===== src/rtl/brisc_pkg.sv =====
// brisc_pkg: shared widths, fetch front-end defaults and the fetch types
// used by fetch_unit and fetch_queue.
package brisc_pkg;

  localparam int XLEN = 32;
  localparam int ILEN = 32;

  // Fetch front-end defaults
  localparam logic [XLEN-1:0] RESET_PC     = 32'h0000_1000;
  localparam int              FETCH_QDEPTH = 2;

  typedef enum logic [1:0] {
    REQ  = 2'd0,  // may issue a request
    WAIT = 2'd1,  // one request outstanding, response will be kept
    DROP = 2'd2   // one request outstanding, response will be discarded
  } fetch_state_e;

  typedef struct packed {
    logic [XLEN-1:0] pc;
    logic [ILEN-1:0] instr;
  } fetch_entry_t;

  // True when an address sits on a 32-bit word boundary
  function automatic logic is_word_aligned(input logic [XLEN-1:0] addr);
    return (addr[1:0] == 2'b00);
  endfunction

endpackage


===== src/rtl/fetch_queue.sv =====
// fetch_queue: small synchronous FIFO of fetch_entry_t. Flush empties it in
// one cycle and wins over push/pop. The caller never pushes when full and
// never pops when empty. DEPTH must be a power of two so pointers wrap.
module fetch_queue
  import brisc_pkg::*;
#(
  parameter int DEPTH = FETCH_QDEPTH
) (
  input  logic                         clk,
  input  logic                         reset,
  input  logic                         push,
  input  fetch_entry_t                 push_entry,
  input  logic                         pop,
  input  logic                         flush,
  output logic [$clog2(DEPTH+1)-1:0]   count,
  output fetch_entry_t                 head
);

  localparam int AW = $clog2(DEPTH);
  localparam int CW = $clog2(DEPTH + 1);

  fetch_entry_t    mem_r [DEPTH];
  logic [AW-1:0]   rd_ptr_r;
  logic [AW-1:0]   wr_ptr_r;
  logic [CW-1:0]   count_r;

  // Pointer and occupancy bookkeeping; flush restarts the FIFO empty
  always_ff @(posedge clk) begin
    if (reset || flush) begin
      rd_ptr_r <= '0;
      wr_ptr_r <= '0;
      count_r  <= '0;
    end else begin
      if (push) begin
        wr_ptr_r <= wr_ptr_r + 1'b1;
      end
      if (pop) begin
        rd_ptr_r <= rd_ptr_r + 1'b1;
      end
      case ({push, pop})
        2'b10:   count_r <= count_r + 1'b1;
        2'b01:   count_r <= count_r - 1'b1;
        default: count_r <= count_r;
      endcase
    end
  end

  // Entry storage; contents of empty slots are don't-care so no reset
  always_ff @(posedge clk) begin
    if (push && !flush) begin
      mem_r[wr_ptr_r] <= push_entry;
    end
  end

  assign count = count_r;
  assign head  = mem_r[rd_ptr_r];

endmodule


===== src/rtl/fetch_unit.sv =====
// fetch_unit: brisc instruction fetch front end. Holds the PC, keeps at most
// one instruction-memory request in flight, queues returned instructions with
// their PCs and hands them to decode over valid/ready. Redirects flush the
// queue and squash any in-flight response.
// Optional feature macro: FETCH_ALIGN_CHECK_EN -- a redirect to a non-word
// aligned PC raises sticky fetch_misaligned and halts fetch until reset.
// Without it the low two redirect bits are ignored.
module fetch_unit #(
  parameter int                 XLEN     = brisc_pkg::XLEN,
  parameter int                 ILEN     = brisc_pkg::ILEN,
  parameter logic [XLEN-1:0]    RESET_PC = brisc_pkg::RESET_PC,
  parameter int                 QDEPTH   = brisc_pkg::FETCH_QDEPTH
) (
  input  logic             clk,
  input  logic             reset,
  output logic             imem_req_valid,
  input  logic             imem_req_ready,
  output logic [XLEN-1:0]  imem_req_addr,
  input  logic             imem_rsp_valid,
  input  logic [ILEN-1:0]  imem_rsp_data,
  input  logic             redirect_valid,
  input  logic [XLEN-1:0]  redirect_pc,
  output logic             instr_valid,
  input  logic             instr_ready,
  output logic [ILEN-1:0]  instr,
  output logic [XLEN-1:0]  instr_pc,
  output logic             fetch_misaligned
);

  import brisc_pkg::*;

  localparam int              CW      = $clog2(QDEPTH + 1);
  localparam logic [CW-1:0]   Q_FULL  = CW'(QDEPTH);
  localparam logic [XLEN-1:0] PC_STEP = XLEN'(32'd4);

  fetch_state_e    state_r;
  fetch_state_e    state_s;
  logic [XLEN-1:0] pc_r;
  logic [XLEN-1:0] pc_s;
  logic [XLEN-1:0] pending_pc_r;
  logic [XLEN-1:0] pending_pc_s;
  logic [XLEN-1:0] redirect_target_s;
  logic            req_valid_s;
  logic            push_s;
  logic            pop_s;
  logic [CW-1:0]   q_count_s;
  fetch_entry_t    q_head_s;
  fetch_entry_t    push_entry_s;

`ifdef FETCH_ALIGN_CHECK_EN
  logic misaligned_r;

  assign redirect_target_s = redirect_pc;

  // Sticky misaligned-redirect flag; only reset clears it
  always_ff @(posedge clk) begin
    if (reset) begin
      misaligned_r <= 1'b0;
    end else if (redirect_valid && !is_word_aligned(redirect_pc)) begin
      misaligned_r <= 1'b1;
    end
  end

  assign fetch_misaligned = misaligned_r;
`else
  logic unused_redirect_low_s;

  // Low bits are meaningless for word fetch; drop them
  assign redirect_target_s     = {redirect_pc[XLEN-1:2], 2'b00};
  assign unused_redirect_low_s = ^redirect_pc[1:0];
  assign fetch_misaligned      = 1'b0;
`endif

  // FSM and PC registers
  always_ff @(posedge clk) begin
    if (reset) begin
      state_r      <= REQ;
      pc_r         <= RESET_PC;
      pending_pc_r <= RESET_PC;
    end else begin
      state_r      <= state_s;
      pc_r         <= pc_s;
      pending_pc_r <= pending_pc_s;
    end
  end

  // Next-state, PC update, request issue and enqueue decision
  always_comb begin
    state_s      = state_r;
    pc_s         = pc_r;
    pending_pc_s = pending_pc_r;
    req_valid_s  = 1'b0;
    push_s       = 1'b0;
    case (state_r)
      REQ: begin
        req_valid_s = !reset && (q_count_s < Q_FULL) && !redirect_valid &&
                      !fetch_misaligned;
        if (redirect_valid) begin
          pc_s = redirect_target_s;
        end else if (req_valid_s && imem_req_ready) begin
          pending_pc_s = pc_r;
          pc_s         = pc_r + PC_STEP;
          state_s      = WAIT;
        end else begin
          state_s = REQ;
        end
      end
      WAIT: begin
        if (imem_rsp_valid && redirect_valid) begin
          pc_s    = redirect_target_s;
          state_s = REQ;
        end else if (imem_rsp_valid) begin
          push_s  = 1'b1;
          state_s = REQ;
        end else if (redirect_valid) begin
          pc_s    = redirect_target_s;
          state_s = DROP;
        end else begin
          state_s = WAIT;
        end
      end
      DROP: begin
        if (redirect_valid) begin
          pc_s = redirect_target_s;
        end else begin
          pc_s = pc_r;
        end
        if (imem_rsp_valid) begin
          state_s = REQ;
        end else begin
          state_s = DROP;
        end
      end
      default: begin
        state_s = REQ;
      end
    endcase
  end

  assign pop_s              = instr_valid && instr_ready && !redirect_valid;
  assign push_entry_s.pc    = pending_pc_r;
  assign push_entry_s.instr = imem_rsp_data;

  fetch_queue #(
    .DEPTH (QDEPTH)
  ) u_queue (
    .clk        (clk),
    .reset      (reset),
    .push       (push_s),
    .push_entry (push_entry_s),
    .pop        (pop_s),
    .flush      (redirect_valid),
    .count      (q_count_s),
    .head       (q_head_s)
  );

  assign imem_req_valid = req_valid_s;
  assign imem_req_addr  = pc_r;
  assign instr_valid    = (q_count_s != '0);
  assign instr          = q_head_s.instr;
  assign instr_pc       = q_head_s.pc;

endmodule


===== config.mk =====
export PLATFORM = sky130hd
export DESIGN_NAME = fetch_unit
export DESIGN_NICKNAME = d
export VERILOG_FILES = /design/src/rtl/brisc_pkg.sv /design/src/rtl/fetch_queue.sv /design/src/rtl/fetch_unit.sv
export SDC_FILE = /design/constraint.sdc
export NUM_CORES = 1
export LEC_CHECK = 0
export ABC_AREA = 1
export CAP_MARGIN = 20
export CORE_MARGIN = 2
export CORE_UTILIZATION = 49
export DETAILED_ROUTE_END_ITERATION = 10
export PLACE_DENSITY_LB_ADDON = 0.3
export SLEW_MARGIN = 10
export SYNTH_ARGS = -nofsm -noshare
export SYNTH_HDL_FRONTEND = slang
export SYNTH_SLANG_ARGS = --single-unit

===== constraint.sdc =====
create_clock -name clk -period 4.9 [get_ports clk]
set_clock_uncertainty 0.15 [all_clocks]
set_input_delay 0.49 -clock clk [delete_from_list [all_inputs] [get_ports clk]]
set_output_delay 0.49 -clock clk [all_outputs]
set_load 0.02 [all_outputs]

# After elaboration in Yosys (flattened, before gate mapping)
# Memory sizes are Yosys's and may differ from the RTL's. A register that Yosys moved wholly into a read port is not among the register bits.
# Cells that the tools add are included.
# Widths: inputs -> output; s select.
word_totals:
  output_inout_bits: 99
  in_bits: 70
  register_bits: 70
  ram_bits: 128
  word_cells: 59
  n_memories: 1
mem_list:
  columns: ["name", "depth", "width", "read_ports", "rd_clocked_by_memory_dff", "wr", "line_no", "source"]
  rows:
  - ["u_queue.mem_r", 2, 64, 1, 1, 1, "fetch_queue.sv:22", "fetch_entry_t mem_r [DEPTH];"]
classes:
  magnitude_cmp: 1
  n_reduce_logical: 16
  add_sub_neg: 5
  n_eq_ne: 7
  bitwise_logic: 1
  mux: 22
ops:
  columns: ["op", "count"]
  rows:
  - ["$mux 32", 5]
  - ["$pmux 32 s3", 1]
  - ["$add 32x3->32 const B", 1]
  - ["$mux 2", 5]
  - ["$mux 1", 9]
  - ["$logic_and 1x1->1", 7]
  - ["$ne 3x3->1 const B", 2]
  - ["$pmux 2 s3", 1]
  - ["$reduce_and 3->1", 2]
  - ["$eq 2x1->1 const B", 2]
  - ["$eq 2x2->1 const B", 2]
  - ["$pmux 2 s2", 1]
  - ["$reduce_bool 2->1", 2]
  - ["$reduce_bool 3->1", 1]
  - ["$add 1x1->1 const B", 2]
  - ["$add 2x1->2 const B", 1]
  - ["$logic_not 1->1", 2]
  - ["$logic_not 2->1", 1]
  - ["$lt 2x2->1 const B", 1]
  - ["$ne 2x2->1 const B", 1]
  - ["$sub 2x1->2 const B", 1]
  - ["$logic_or 1x1->1", 1]
  - ["$not 1->1", 1]

# Logic depth before layout (Yosys ltp)
# Gate-level depths: netlist of run 1.
logic_depth:
  word_depth: 7
  depth_mapped: 12
  ltp_nobuf: 10

# Hierarchy
# A second synthesis of run 1 with hierarchy kept.
unflattened:
  hier_cells: 862
  area_unflattened_um2: 9185.1
by_module_without_submodules:
  columns: ["mod", "seq_area_each_um2", "instances", "cells_each", "area_per_inst_um2"]
  rows:
  - ["fetch_queue", 3943.8, 1, 230, 5146.2]
  - ["fetch_unit", 1321.3, 1, 632, 4038.9]

# Worst setup path before layout of run 1
# No wires, ideal clock.
synth_timing:
  path_type: "register to register"
  startpoint: "register state_r[1]"
  endpoint: "memory u_queue.mem_r[0][0] (netlist bit) (enable)"
  arrival_time_ps: 3486
  setup_slack_ps: 778
  path_buffers: 0
  stages_incl_launch_ff: 5
  path_cell_list: "dfxtp_1 > inv_1 > ha_1 > nand3_2 > nor2_1"
synth_via:
  elab_chain_len: 5
synth_lines:
  columns: ["element", "line_no", "source"]
  rows:
  - ["start: declaration", "fetch_unit.sv:36", "fetch_state_e state_r;"]
  - ["start signal: assignment", "fetch_unit.sv:81", "state_r <= state_s;"]
  - ["$eq 2x1->1", "fetch_unit.sv:94", "case (state_r)"]
  - ["$mux 1", "fetch_unit.sv:94", null]
  - ["$logic_and 1x1->1", "fetch_queue.sv:50", "if (push && !flush) begin"]
  - ["$mux 1", "fetch_queue.sv:50", null]
  - ["$mux 1 (not written as such)", "fetch_queue.sv:51", "mem_r[wr_ptr_r] <= push_entry;"]
  - ["end: declaration", "fetch_queue.sv:22", null]
# Every way passes these cells.

# Worst setup path after layout of run 1
layout_timing:
  startpoint: "input reset"
  endpoint: "output imem_req_valid"
layout_via:
  elab_chain_len: 4
layout_lines:
  columns: ["element", "line_no", "source"]
  rows:
  - ["start: declaration", "fetch_unit.sv:15", "input logic reset,"]
  - ["$logic_not 1->1", "fetch_unit.sv:96", "req_valid_s = !reset && (q_count_s < Q_FULL) && !redirect_valid &&"]
  - ["$logic_and 1x1->1 (2 in a row)", "fetch_unit.sv:96", null]
  - ["$mux 1", "fetch_unit.sv:94", null]
  - ["end: declaration", "fetch_unit.sv:16", "output logic imem_req_valid,"]
# Every way passes these cells.

==> flow_summary.toml, run 1 <==
[yosys]
synth_nets = 1006
synthCells = 930
yosysSeqAreaShare_pct = 58.5
synth_top_area_share_pct = 42.7
synth-seq-cells = 199
yosys.area.top_type = "edfxtp_1"
syn_avg_cell_area_um2 = 9.68
synthTopCellsByArea = "edfxtp_1, dfxtp_1, nand2_1"
ys_types = 36
syn-cell-area_mm2 = 0.00900
yosys_warnings = 0

[critical_path]
r2r_setup_slack_ns = 1.86
cp_data_arrival_time_ns = 2.72
worstPathMaxFanout = 40
critPathBufInv = 4
cp_top_family = "buffers and inverters"
r2r-start = "state_r[0]"
max_stage_delay_ns = 0.63
timing_worst_setup_path_type = "primary input to output port"
worstReg2RegEnd = "imem_req_addr[2]"
crit_chain = "clkdlybuf4s50_1 > buf_4 > inv_2 > nand2_1 > nor3_4 > clkdlybuf4s50_1"
required_ns = 4.26
crit_slowest_cell = "clkdlybuf4s50_1"
path_common_cell = "clkdlybuf4s50_1"
startpoint_type = "primary input"
r2r_cells = 9
cp-end-kind = "output port"

[layout]
most-common-layout-cells = "nand2_1, clkdlybuf4s50_1, edfxtp_1"
final_common_cell = "nand2_1"
fillers = 1508
antennaDiodeCount = 0
layout-drive-gt1-share_pct = 12.6
syn_to_final_growth_pct = 27.0
postLayoutCoreUtil_pct = 63.6
nNetsFinal = 1160

[global_route]
grt-ovfl-total = 0
grt_pass1_wl_um = 34800
grt_antenna_before_repair = 0
grtUsageTotal_pct = 22.5
grt_pass1_vias = 6840
grt_max_degree = 65

[detailed_routing]
drc_errors = 0
wirelength_um = 21700
vias_per_cell = 5.34
first_pass_iters = 5
wl_per_cell_um = 16.4
first_iter_violations = 640
detail-route-antenna-nets = 0
vias = 7087

[clocking]
clkLatencyLatePin_ns = 0.43
cts_tree = "built"
cts.sinks = 199
h-tree-depth = 4
clk_path_buf_depth = 2
postCtsResizedCells = 0
numCtsBuffers = 17
cts_root_buf = "clkbuf_16"
cts_hold_buf = 0
post_cts_buffers = 0
cts.clk_slew.worst_paths_ns = 0.07

[timing]
final_hold_viol_count = 0
drv_slew = 0
fin_setup_tns_ns = 0
fin_crit_sh_pct = 68.7
worst_slew_pin_slew_ns = 0.947
setup_viol = 0
fmax_ghz = 0.297
layout_min_cycle_time_ns = 3.36
slew_headroom_pct = 36.8
fin_hold_ws_ns = 0.302
rsz0062_at_grt = "false"

[pwr]
p_clk_share_pct = 38.7
vdd_ir_drop_max_mv = 0.258
combPwrFrac_pct = 10.1
power_switching_uw = 907
p_total_mw = 3.65
pwr-share-seq_pct = 51.2
p_per_area_mw_per_mm2 = 319
p_leak_nw = 4.08
swShare_pct = 24.9
p_int_mw = 2.74

[placed_design]
hpwl_um = 14500
portBuffers = 165
gp_congestion = 0.897

[floorplanning]
rows = 49
die_w_um = 140
die_area_mm2 = 0.0195
floorplan.initialDensity_pct = 50.1
io_pins = 169
fp.dieH_um = 140
core_area_mm2 = 0.0180

[min_path]
hold-path-cell-count = 0
hold-path-endpoint = "u_queue.mem_r[1][32]"
worstHoldPathType = "flip-flop to flip-flop"
hp-start = "pending_pc_r[0]"

[job]
max_cap_violations = 0

[status]
outcome = "complete, no violations"
[layout make-up]
class / count / area [um^2] / share of cell area [%]
flip-flops and latches: 199 / 5270 / 46.1
multi-input cells: 636 / 3320 / 29.1
repair buffers: 175 / 1750 / 15.3
clock buffers: 17 / 425 / 3.72
well taps: 229 / 287 / 2.51
inverters: 55 / 206 / 1.81
clock inverters: 15 / 169 / 1.48
[kinds of logic (layout without fill, tap and decap cells)]
| group | after synthesis | after routing | synth area share (%) |
|---|---|---|---|
| AO/OA/AOI/OAI | 128 | 128 | 7.33 |
| XOR/XNOR | 2 | 2 | 0.195 |
| adder cells (fa/ha/maj) | 6 | 6 | 0.834 |
| buffers and inverters | 95 | 262 | 4.76 |
| flip-flops | 199 | 199 | 58.5 |
| multiplexers | 64 | 64 | 8.01 |
| other | 1 | 1 | 0.0417 |
| AND/OR/NAND/NOR | 435 | 435 | 20.3 |
[power groups by stage]
| stage | sequential (mW) | clock [mW] | combinational, mW |
|---|---|---|---|
| floorplan | 1.91 | 0 | 0.185 |
| global placement | 1.90 | 0 | 0.359 |
| detailed placement | 1.90 | 0 | 0.366 |
| CTS | 1.87 | 1.43 | 0.369 |
| global route | 1.87 | 1.49 | 0.405 |
| finish | 1.87 | 1.41 | 0.369 |
[worst max-delay path by stage]
stage	startpoint	end	slack [ns]	depth (start not counted)
detailed placement	reset	imem_req_addr[7]	1.40	9
floorplan	state_r[1]	u_queue.mem_r[0][0]	0.78	4
global route	reset	imem_req_valid	1.44	6
finish	reset	imem_req_valid	1.54	6
CTS	reset	imem_req_valid	1.56	6
global placement	reset	imem_req_addr[4]	1.45	10
[sequential cells by signal (all words and copies together), names as in the netlist, named ones only]
name / flops
imem_req_addr: 32
pending_pc_r: 32
state_r: 2
u_queue.count: 2
u_queue.mem_r: 128
u_queue.rd_ptr_r: 1
u_queue.wr_ptr_r: 1
[cells in the mapped netlist]
library cell,instances
and2_1,2
inv_1,49
nand4_1,7
buf_2,18
o21ai_1,14
xnor2_1,1
a211oi_1,2
nand2_2,5
inv_2,6
o21ai_0,35
nor2_4,5
nor2_1,107
buf_4,5
o211ai_1,2
mux2_2,64
nor3_1,3
edfxtp_1,128
ha_1,6
conb_1,1
o22ai_1,4
nor3_4,1
and3_1,2
nand3b_1,1
o221ai_1,1
dfxtp_1,71
buf_1,4
xor2_1,1
nand3_2,2
a21oi_1,70
buf_6,4
nor2_2,6
nand3_1,47
clkbuf_1,9
or2_2,4
nor4_1,1
nand2_1,242
[per-layer routing]
layer,vias up,GRT usage (%),part of all wire (%),wire length (um)
li1,3444,-,-,-
met1,3308,29.4,42,9220
met2,305,37.4,48,10400
met3,30,4.75,8.0,1750
met4,0,7.87,1.8,390
met5,-,0,0,0
[stage by stage]
| stage | instances | cell area (um^2) | setup slack, ns |
|---|---|---|---|
| floorplan | 930 | 9000 | 0.778 |
| global placement | 1294 | 10800 | 1.45 |
| detailed placement | 1294 | 10800 | 1.40 |
| CTS | 1326 | 11400 | 1.56 |
| global route | 1326 | 11400 | 1.44 |
| finish | 1326 | 11400 | 1.54 |
(Power assumes the default switching activity.)
==> inputs of run 2 (changes only) <==
==> constraint.sdc (replaced) <==
create_clock -name clk -period 3.4 [get_ports clk]
set_clock_uncertainty 0.15 [all_clocks]
set_input_delay 0.34 -clock clk [delete_from_list [all_inputs] [get_ports clk]]
set_output_delay 0.34 -clock clk [all_outputs]
set_load 0.02 [all_outputs]
==> run 2 against run 1 <==
  * Final cell count up 0.23%
  * Register-to-register slack worse by 0.72 ns
  * Count of clock-buffer cells in the layout up 1
  * Via count down 0.82%
  * Core utilization up 0.084 points
  * Global-route usage down 0.41 points
  * Sequential power up 44%
  * Die area unchanged
  * Sequential cell count unchanged
  * Critical endpoint unchanged
==> flow_summary.toml, run 2 (synthesized netlist as in run 1, its figures left out) <==
[global_route]
grt_pass1_vias = 6852
grt_pass1_wl_um = 34200
grtUsageTotal_pct = 22.1
grt_antenna_before_repair = 0
grt_max_degree = 65
grt-ovfl-total = 0

[floorplanning]
core_area_mm2 = 0.0180
rows = 49
die_w_um = 140
io_pins = 169
floorplan.initialDensity_pct = 50.1
fp.dieH_um = 140
die_area_mm2 = 0.0195

[timing]
final_hold_viol_count = 0
setup_ws_ns = 0.685
drv_slew = 0
worst_slew_pin_slew_ns = 0.671
setup_viol = 0
fin_crit_sh_pct = 79.9
fin_setup_tns_ns = 0
layout_min_cycle_time_ns = 2.72
slew_headroom_pct = 55.2
rsz0062_at_grt = "false"
fmax_ghz = 0.368

[critical_path]
crit_chain = "clkdlybuf4s50_1 > inv_2 > nand2_1 > nor3_4 > clkdlybuf4s50_1"
timing_worst_setup_path_type = "primary input to output port"
required_ns = 2.91
r2r-start = "state_r[0]"
r2r_setup_slack_ns = 1.14
path_common_cell = "clkdlybuf4s50_1"
crit_slowest_cell = "clkdlybuf4s50_1"
startpoint_type = "primary input"
cp-startpoint = "redirect_valid"
cp-end-kind = "output port"
crit_end = "imem_req_valid"
worstReg2RegEnd = "imem_req_addr[7]"
max_stage_delay_ns = 0.63
cp_data_arrival_time_ns = 2.23
r2r_cells = 9
worstPathMaxFanout = 26

[pwr]
p_total_mw = 5.17
p_per_area_mw_per_mm2 = 452
vdd_ir_drop_max_mv = 0.358
p_leak_nw = 4.08

[detailed_routing]
first_pass_iters = 6
detail-route-antenna-nets = 0
first_iter_violations = 568
drc_errors = 0
vias = 7029
wirelength_um = 21400
wl_per_cell_um = 16.1
dr.max_layer_used = "met4"
vias_per_cell = 5.29
route.met3.wl_um = 1600
wl_met2_um = 10300
m1WireLength_um = 9250

[layout]
fillers = 1504
most-common-layout-cells = "nand2_1, clkdlybuf4s50_1, edfxtp_1"
largest_register = "u_queue.mem_r"
nNetsFinal = 1164
final_common_cell = "nand2_1"
antennaDiodeCount = 0
multi_input_area_mm2 = 0.00332
layout-drive-gt1-share_pct = 12.7
largest_reg_flops = 128
regArea_mm2 = 0.00527
syn_to_final_growth_pct = 27.1

[clocking]
numCtsBuffers = 17
postCtsResizedCells = 0
cts_root_buf = "clkbuf_16"
post_cts_buffers = 0
clkLatencyLatePin_ns = 0.43
clk_path_buf_depth = 2
cts.sinks = 199
cts_hold_buf = 0
cts.clk_slew.worst_paths_ns = 0.07
cts_tree = "built"
h-tree-depth = 4

[status]
outcome = "complete, no violations"

[placed_design]
gp_congestion = 0.911
place_ws_ns = 0.694
portBuffers = 165
hpwl_um = 14400

[job]
max_cap_violations = 0

[min_path]
worstHoldPathType = "flip-flop to flip-flop"
-- run 2: cell types whose count changed in the layout (fill, tap and decap cells not counted), sizes merged --
cell	before	now
buf	10	14
bufinv	2	1
clkbuf	17	18
clkinv	7	4
inv	60	62
-- run 2: metrics by stage --
stage	hold slack, ns	area (um^2)	std cells	utilization [%]
2_1_floorplan	0.272	9000	930	-
3_3_place_gp	0.281	10900	1298	60.5
3_5_place_dp	0.289	10900	1298	60.5
4_1_cts	0.300	11400	1329	63.7
5_1_grt	0.306	11400	1329	63.7
6_report	0.301	11400	1329	63.7
-- run 2: power by group --
group          switching, mW  total [mW]  internal [mW]
Clock                  0.912        1.94           1.03
Combinational          0.297       0.536          0.239
Sequential            0.0831        2.69           2.61
Total                   1.29        5.17           3.88
-- run 2: cell type report --
type                            count  share of cell area [%]
Clock buffer                       18                    3.75
Clock inverter                     13                    1.20
Inverter                           55                    1.80
Multi-Input combinational cell    636                    29.0
Sequential cell                   199                    46.0
Tap cell                          229                    2.50
Timing Repair Buffer              179                    15.7
-- run 2: how the worst min path moves through the flow --
stage | startpoint | end | slack (ns) | cells after the start
3_5_place_dp | pending_pc_r[21] | u_queue.mem_r[1][53] | 0.29 | 0
2_1_floorplan | u_queue.count[0] | u_queue.count[0] | 0.27 | 1
3_3_place_gp | pending_pc_r[3] | u_queue.mem_r[0][35] | 0.28 | 0
4_1_cts | pending_pc_r[28] | u_queue.mem_r[1][60] | 0.30 | 0
6_report | u_queue.count[0] | u_queue.count[0] | 0.30 | 1
5_1_grt | pending_pc_r[28] | u_queue.mem_r[1][60] | 0.31 | 0
-- run 2: layer usage --
layer | up-vias | track usage, %
li1 | 3465 | -
met1 | 3274 | 28.5
met2 | 265 | 37.3
met3 | 25 | 4.82
met4 | 0 | 7.18
met5 | - | 0
-- run 2: critical path: cells and delay by family --
| family | cells | cell delay, ns |
|---|---|---|
| buffers and inverters | 3 | 1.49 |
| AND/OR/NAND/NOR | 2 | 0.39 |
==> inputs of run 3 (changes only) <==
==> constraint.sdc (replaced) <==
create_clock -name clk -period 2.6 [get_ports clk]
set_clock_uncertainty 0.15 [all_clocks]
set_input_delay 0.26 -clock clk [delete_from_list [all_inputs] [get_ports clk]]
set_output_delay 0.26 -clock clk [all_outputs]
set_load 0.02 [all_outputs]
==> run 3 against run 2 <==
  * Sequential power is 31% higher
  * Global-route usage is 0.17 points higher
  * Total power is 32% higher
  * Largest power group unchanged
  * Combinational power is 33% higher
  * Worst setup slack worse by 0.58 ns
  * Register-to-register slack worse by 0.91 ns
  * Sequential share of layout area is 0.58 points lower
  * Highest routed layer unchanged
  * Sequential cell count stayed put
==> flow_summary.toml, run 3 (synthesized netlist as in run 1, its figures left out) <==
[layout]
multi_input_area_mm2 = 0.00332
layout-drive-gt1-share_pct = 13.7
most-common-layout-cells = "nand2_1, clkdlybuf4s50_1, edfxtp_1"
regArea_mm2 = 0.00527
final_common_cell = "nand2_1"
nNetsFinal = 1174
syn_to_final_growth_pct = 28.8
largest_reg_flops = 128
fillers = 1483
antennaDiodeCount = 0
largest_register = "u_queue.mem_r"

[floorplanning]
die_area_mm2 = 0.0195
die_w_um = 140
core_area_mm2 = 0.0180
rows = 49
floorplan.initialDensity_pct = 50.1
fp.dieH_um = 140
io_pins = 169

[clocking]
h-tree-depth = 4
numCtsBuffers = 17
clkLatencyLatePin_ns = 0.43
cts_hold_buf = 0
clk_path_buf_depth = 2
postCtsResizedCells = 0
cts.clk_slew.worst_paths_ns = 0.08
cts.sinks = 199
cts_root_buf = "clkbuf_16"
cts_tree = "built"
post_cts_buffers = 0

[detailed_routing]
drc_errors = 0
detail-route-antenna-nets = 0
vias_per_cell = 5.32
first_iter_violations = 600
wirelength_um = 21600
first_pass_iters = 5
vias = 7133
wl_per_cell_um = 16.1

[pwr]
p_total_mw = 6.85
p_per_area_mw_per_mm2 = 591
p_leak_nw = 4.16
vdd_ir_drop_max_mv = 0.608

[placed_design]
gp_congestion = 0.911
portBuffers = 165
hpwl_um = 15000

[job]
max_cap_violations = 0

[critical_path]
r2r_setup_slack_ns = 0.23
worstReg2RegEnd = "imem_req_addr[9]"
max_stage_delay_ns = 0.58
required_ns = 2.19
r2r_cells = 8
cp_data_arrival_time_ns = 2.08
cp-end-kind = "output port"
worstPathMaxFanout = 30
timing_worst_setup_path_type = "flip-flop to output port"
r2r-start = "state_r[0]"
crit_chain = "buf_12 > mux2_2 > clkdlybuf4s50_1"
crit_slowest_cell = "clkdlybuf4s50_1"
startpoint_type = "flip-flop"

[timing]
rsz0062_at_grt = "false"
final_hold_viol_count = 0
drv_slew = 0
worst_slew_pin_slew_ns = 0.555
fin_crit_sh_pct = 95.8
layout_min_cycle_time_ns = 2.49
fin_setup_tns_ns = 0
fmax_ghz = 0.401
slew_headroom_pct = 63.0
setup_viol = 0

[global_route]
met3_usage_pct = 3.72
grt_pass1_vias = 6606
met1_usage_pct = 30.6
grt_max_degree = 35
grt_antenna_before_repair = 0
grt_pass1_wl_um = 34300
use_met2_pct = 35.9
grt-ovfl-total = 0
grtUsageTotal_pct = 22.3
grt-busiest-layer = "met2"

[min_path]
hold-path-cell-count = 1
worstHoldPathType = "primary input to flip-flop"
hold-path-endpoint = "u_queue.mem_r[1][25]"
hp-start = "imem_rsp_data[25]"

[status]
outcome = "complete, no violations"
## run 3: changes by cell type in the layout (fill, tap and decap cells not counted)
cell / previous run / this run
buf_12: 3 / 7
buf_4: 11 / 17
bufinv_16: 1 / 0
clkbuf_1: 1 / 0
clkinv_2: 1 / 0
clkinv_4: 3 / 1
clkinv_8: 0 / 1
inv_12: 0 / 1
inv_8: 3 / 7
## run 3: per-layer routing
layer | wire [um] | up-vias
met5 | 0 | -
met4 | 438 | 0
met3 | 1520 | 29
met2 | 10200 | 275
met1 | 9410 | 3335
li1 | - | 3494
## run 3: cell type report
cell class              instances  area share (%)
flip-flops and latches        199            45.4
multi-input cells             636            28.7
repair buffers                189            16.6
clock buffers                  17            3.67
well taps                     229            2.47
inverters                      55            1.78
clock inverters                15            1.40
## run 3: worst max path at each step
| stage | startpoint | end | slack (ns) | cells past startpoint |
|---|---|---|---|---|
| 6_report | flip-flop | instr_pc[20] | 0.11 | 3 |
| 5_1_grt | state_r[0] | imem_req_valid | 0.03 | 5 |
| 4_1_cts | flip-flop | instr_pc[20] | 0.08 | 3 |
| 3_5_place_dp | redirect_valid | imem_req_addr[18] | 0.19 | 10 |
| 3_3_place_gp | redirect_valid | imem_req_addr[17] | 0.22 | 10 |
| 2_1_floorplan | state_r[1] | u_queue.mem_r[1][0] | -0.46 | 4 |
## run 3: power by group
| group | internal, mW | leakage, nW | switching (mW) | total, mW |
|---|---|---|---|---|
| clock | 1.31 | 0.288 | 1.31 | 2.62 |
| sequential | 3.41 | 1.68 | 0.109 | 3.52 |
| combinational | 0.323 | 2.19 | 0.390 | 0.713 |
| total | 5.04 | 4.16 | 1.81 | 6.85 |
## run 3: worst max-delay path, delay by kind of cell (launching register included)
family / cells / cell delay [ns]
multiplexers: 1 / 0.35
buffers and inverters: 2 / 0.82
flip-flops: 1 / 0.46
## run 3: per-stage QoR
step	worst slack, ns	area [um^2]	utilization, %	cells	hold WS (ns)
finish	0.108	11600	64.5	1340	0.254
global route	0.0348	11600	64.5	1340	0.231
CTS	0.0793	11600	64.5	1340	0.235
detailed placement	0.190	11000	61.2	1308	0.289
global placement	0.218	11000	61.2	1308	0.281
floorplan	-0.460	9000	-	930	0.209
==> variant 1 (flow settings as in run 1) <==
Change the package constant `XLEN` from 32 to 64.
--- a/src/rtl/brisc_pkg.sv
+++ b/src/rtl/brisc_pkg.sv
@@ -2,7 +2,7 @@
 // used by fetch_unit and fetch_queue.
 package brisc_pkg;
 
-  localparam int XLEN = 32;
+  localparam int XLEN = 64;
   localparam int ILEN = 32;
 
   // Fetch front-end defaults
Ports: changed (resized imem_req_addr, instr_pc and redirect_pc); port bits go from 169 to 265. The function was not compared with the original's and may differ.
==> variant 1 against run 1 <==
Die area rose by 66%. Largest power group unchanged. Final cell count grew 77%. Highest routed layer unchanged. Count of clock-buffer cells in the layout up 33. Area after synthesis up 68%. Cell area is 68% higher. Combinational power rose by 77%. Worst setup slack got worse by 8.2 ps. Sequential cell count increased by 128. Largest cell class unchanged. Sequential power grew 66%. Total power increased by 75%. Routed wire length up 100%. Clock power up 86%.
==> variant 1: results (changes against run 1) <==
* Status: finished, final reports clean
* CTS HTree Levels at 2 (-2)
* Total internal power at 4.81 mW (+76%)
* Clock latency on the worst-skew pair at 520 ps (+90 ps)
* Vias in the first global route at 12.6k (+84%)
* Largest fanout on the critical path at 59 (+48%)
* First-pass GRT wire length at 68100 um (+96%)
* Vias per inst at 5.54 (+3.6%)
* GRT Util Overall at 26.2% (+3.6 points)
* DRT Wirelength at 43600 um (+100%)
* Avg Inst Size Synth at 8.96 um2 (-7.4%)
* Endpoint, Worst Hold: u_queue.count[1]
* Post-synth top cells: nand2_1, nor2_1, edfxtp_1, a21oi_1, dfxtp_1
* TritonCTS Buffers at 36 (+19)
* Placed Instances at 2281 (+76%)
* CP delay by family, top: flip-flops
* Worst-path clk slew at 50 ps (-20 ps)
* Hold Path Class: in -> reg
* Reg2Reg Launch Point: state_r[0]
* Layout cells sized above 1 at 10.0% (-2.6 points)
* Sequential area share after synthesis at 55.9% (-2.6 points)
* Largest register FFs at 192 (+50%)
* LEAKAGE at 6.70 nW (+64%)
* Iter 0 DRT Violations at 998 (+56%)
* Max stage delay on crit path at 940 ps (+310 ps)
* Clock power frac at 41.2% (+2.5 points)
* Slowest library cell on the worst path: dfxtp_4
* Post-CTS Hold Buffers at 0 (unchanged)
* Post-DP HPWL at 30000 um (+110%)
* Synth Area in Adders at 0.496% (-0.34 points)
* CTS Buffer Depth at 3 (+1)
* PortBufs at 261 (+58%)
* Synth area leaders: edfxtp_1, dfxtp_1, nand2_1
* Number of synthesized flops with an enable pin at 192 (+50%)
* Slew margin rel. at 34.6% (-2.3 points)
* Min-Delay Path Depth at 4 (+4)
* R2R Setup Slk at 1910 ps (+50 ps)
* Syn nets at 1799 (+79%)
* Max VDD drop at 0.000259 V (+0.50%)
* Final GP Congestion at 0.942 (+5.0%)
* Worst hold slack at 149 ps (-152 ps)
* Synth unique cells at 39 (+8.3%)
* WL/cell at 18.6 um (+13%)
* Hold Path Origin: reset
* Synth Area in XOR/XNOR at 0.116% (-0.079 points)
* Nets at 2031 (+75%)
* Initial antenna violation count at 1 (+1)
* Dpl cell area at 0.0181 mm2 (+67%)
* Largest net degree at the start of global routing at 71 (+9.2%)
* Crit Reg-Reg Endpoint: imem_req_addr[7]
* Mux contribution to synthesized area at 7.14% (-0.87 points)
* Synth Warn # at 0 (unchanged)
## variant 1: layout make-up
class / instances / area, um2
Sequential cell: 327 / 8470
Clock inverter: 15 / 136
Fill cell: 2550 / 11300
Timing Repair Buffer: 277 / 2760
Multi-Input combinational cell: 1187 / 5980
Clock buffer: 50 / 1010
Tap cell: 396 / 495
Inverter: 94 / 353
Antenna cell: 1 / 2.50
## variant 1: routing by layer
| layer | share of wire [%] | GRT usage, % | vias up |
|---|---|---|---|
| met2 | 48 | 44.1 | 495 |
| met3 | 7.7 | 4.74 | 85 |
| met5 | 0 | 0 | - |
| met4 | 2.7 | 8.49 | 0 |
| li1 | - | - | 6212 |
| met1 | 42 | 34.2 | 6204 |
## variant 1: how the worst max path moves through the flow
| stage | depth (start not counted) | endpoint | start |
|---|---|---|---|
| detailed placement | 11 | imem_req_addr[31] | redirect_valid |
| CTS | 3 | instr_pc[16] | flip-flop |
| finish | 3 | instr_pc[16] | flip-flop |
| global route | 3 | instr_pc[16] | flip-flop |
| floorplan | 4 | u_queue.mem_r[0][0] | state_r[1] |
| global placement | 11 | imem_req_addr[31] | redirect_valid |
## variant 1: worst min-delay path: cells and delay by family
| kind | cells | cell delay (ps) |
|---|---|---|
| AO/OA/AOI/OAI | 1 | 40 |
| AND/OR/NAND/NOR | 1 | 50 |
| buffers and inverters | 2 | 190 |
## variant 1: stage by stage
| stage | TNS [ps] | setup WS (ps) | power [mW] |
|---|---|---|---|
| after floorplan | -107070 | -558 | 3.48 |
| final | 0 | 1530 | 6.37 |
| after CTS | 0 | 1470 | 6.41 |
| after global placement | 0 | 1630 | 3.78 |
| after detailed placement | 0 | 1540 | 3.80 |
| after global routing | 0 | 1400 | 6.59 |
## variant 1: power groups by stage
| stage | logic [mW] | registers [mW] | clock network (mW) |
|---|---|---|---|
| 2_1_floorplan | 0.317 | 3.17 | 0 |
| 3_5_place_dp | 0.646 | 3.15 | 0 |
| 6_report | 0.653 | 3.10 | 2.62 |
| 5_1_grt | 0.714 | 3.11 | 2.77 |
| 4_1_cts | 0.651 | 3.09 | 2.66 |
| 3_3_place_gp | 0.630 | 3.15 | 0 |
## variant 1: cells by family (layout without fill, tap and decap cells)
logic type                 Yosys count  count (layout)
xor gates and xnor gates             2               2
adders and majority gates            6               6
buffers and inverters              177             436
other                                1               2
muxes                               96              96
DFF                                327             327
AOI/OAI and AO/OA                  300             300
and+or+nand+nor                    782             782
==> variant 2 (settings of run 1) <==
Made on the original files. The 3 states of `fetch_state_e` get a one-hot encoding in 3 bits.
--- a/src/rtl/brisc_pkg.sv
+++ b/src/rtl/brisc_pkg.sv
@@ -9,10 +9,10 @@
   localparam logic [XLEN-1:0] RESET_PC     = 32'h0000_1000;
   localparam int              FETCH_QDEPTH = 2;
 
-  typedef enum logic [1:0] {
-    REQ  = 2'd0,  // may issue a request
-    WAIT = 2'd1,  // one request outstanding, response will be kept
-    DROP = 2'd2   // one request outstanding, response will be discarded
+  typedef enum logic [2:0] {
+    REQ  = 3'b001,  // may issue a request
+    WAIT = 3'b010,  // one request outstanding, response will be kept
+    DROP = 3'b100   // one request outstanding, response will be discarded
   } fetch_state_e;
 
   typedef struct packed {
Check against the original RTL: no difference found for any inputs over 4 cycles, from zero or initial values and one cycle with reset high; so few cycles prove little.
==> variant 2 against run 1 <==
Cell area down 4.5%. Worst setup slack worse by 45 ps. Routed wire length is 6.8% lower. Combinational power decreased by 12%. Total power is 1.7% lower. First-iteration DRC count down 20%. Clock power fell by 3%. Area after synthesis decreased by 5.7%. Sequential cell count up 1. Non-clock buffer count is 4 lower. Critical endpoint is now instr_pc[9].
==> variant 2: results (changes against run 1) <==
* Met1 Wirelength at 8760 um (-5.0%)
* Synth area leaders: edfxtp_1, dfxtp_1, mux2_2
* Final GP Congestion at 0.900 (+0.36%)
* First-pass GRT wire length at 30800 um (-12%)
* Met1 usage at 27.9% (-1.6 points)
* Syn nets at 883 (-12%)
* Clk cell area share at 5.30% (+0.099 points)
* Multi-input gate count at 530 (-17%)
* Sequential area share after synthesis at 62.3% (+3.8 points)
* Largest net degree at the start of global routing at 66 (+1.5%)
* Non-clk bufs at 171 (-2.3%)
* Met2 Track Usage GR at 35.7% (-1.6 points)
* Iter 0 DRT Violations at 514 (-20%)
* M3 GR Usage at 5.91% (+1.2 points)
* Synth unique cells at 30 (-17%)
* Post-synth top cells: nand2_1, edfxtp_1, nor2_1, dfxtp_1, mux2_2
* Met2 WL post-DR at 9480 um (-8.6%)
* Status: finished, final reports clean
* Synth Area in Adders at 0.295% (-0.54 points)
* Register area at 0.00529 mm2 (+0.38%)
* LEAKAGE at 3.91 nW (-4.0%)
* Slew margin rel. at 39.2% (+2.4 points)
* Vias in the first global route at 6124 (-10%)
* WL/cell at 16.7 um (+2.2%)
* Synth Area in XOR/XNOR at 0.310% (+0.12 points)
* Max stage delay on crit path at 730 ps (+100 ps)
-- variant 2: final timing paths --
path	start	end	slack, ps	depth (start not counted)
worst max-delay path	flip-flop	instr_pc[9]	1490	3
worst min-delay path	pending_pc_r[18]	u_queue.mem_r[0][50]	300	0
worst max register to register	state_r[0]	imem_req_addr[14]	2560	11
worst min register to register	pending_pc_r[18]	u_queue.mem_r[0][50]	300	0
-- variant 2: metrics by stage --
stage,instances,setup WS (ps),utilization (%),total power [mW],instance area [um2]
finish,1209,1490,63.7,3.58,10900
detailed placement,1177,1650,60.3,2.24,10300
global route,1209,1370,63.7,3.70,10900
CTS,1209,1440,63.7,3.60,10900
global placement,1177,1680,60.3,2.23,10300
floorplan,811,766,-,2.08,8480
-- variant 2: power breakdown --
group | total, mW | internal (mW) | leakage (nW) | switching (mW)
Sequential | 1.89 | 1.83 | 1.81 | 0.0572
Clock | 1.37 | 0.758 | 0.265 | 0.616
Combinational | 0.324 | 0.141 | 1.83 | 0.183
Total | 3.58 | 2.73 | 3.91 | 0.857
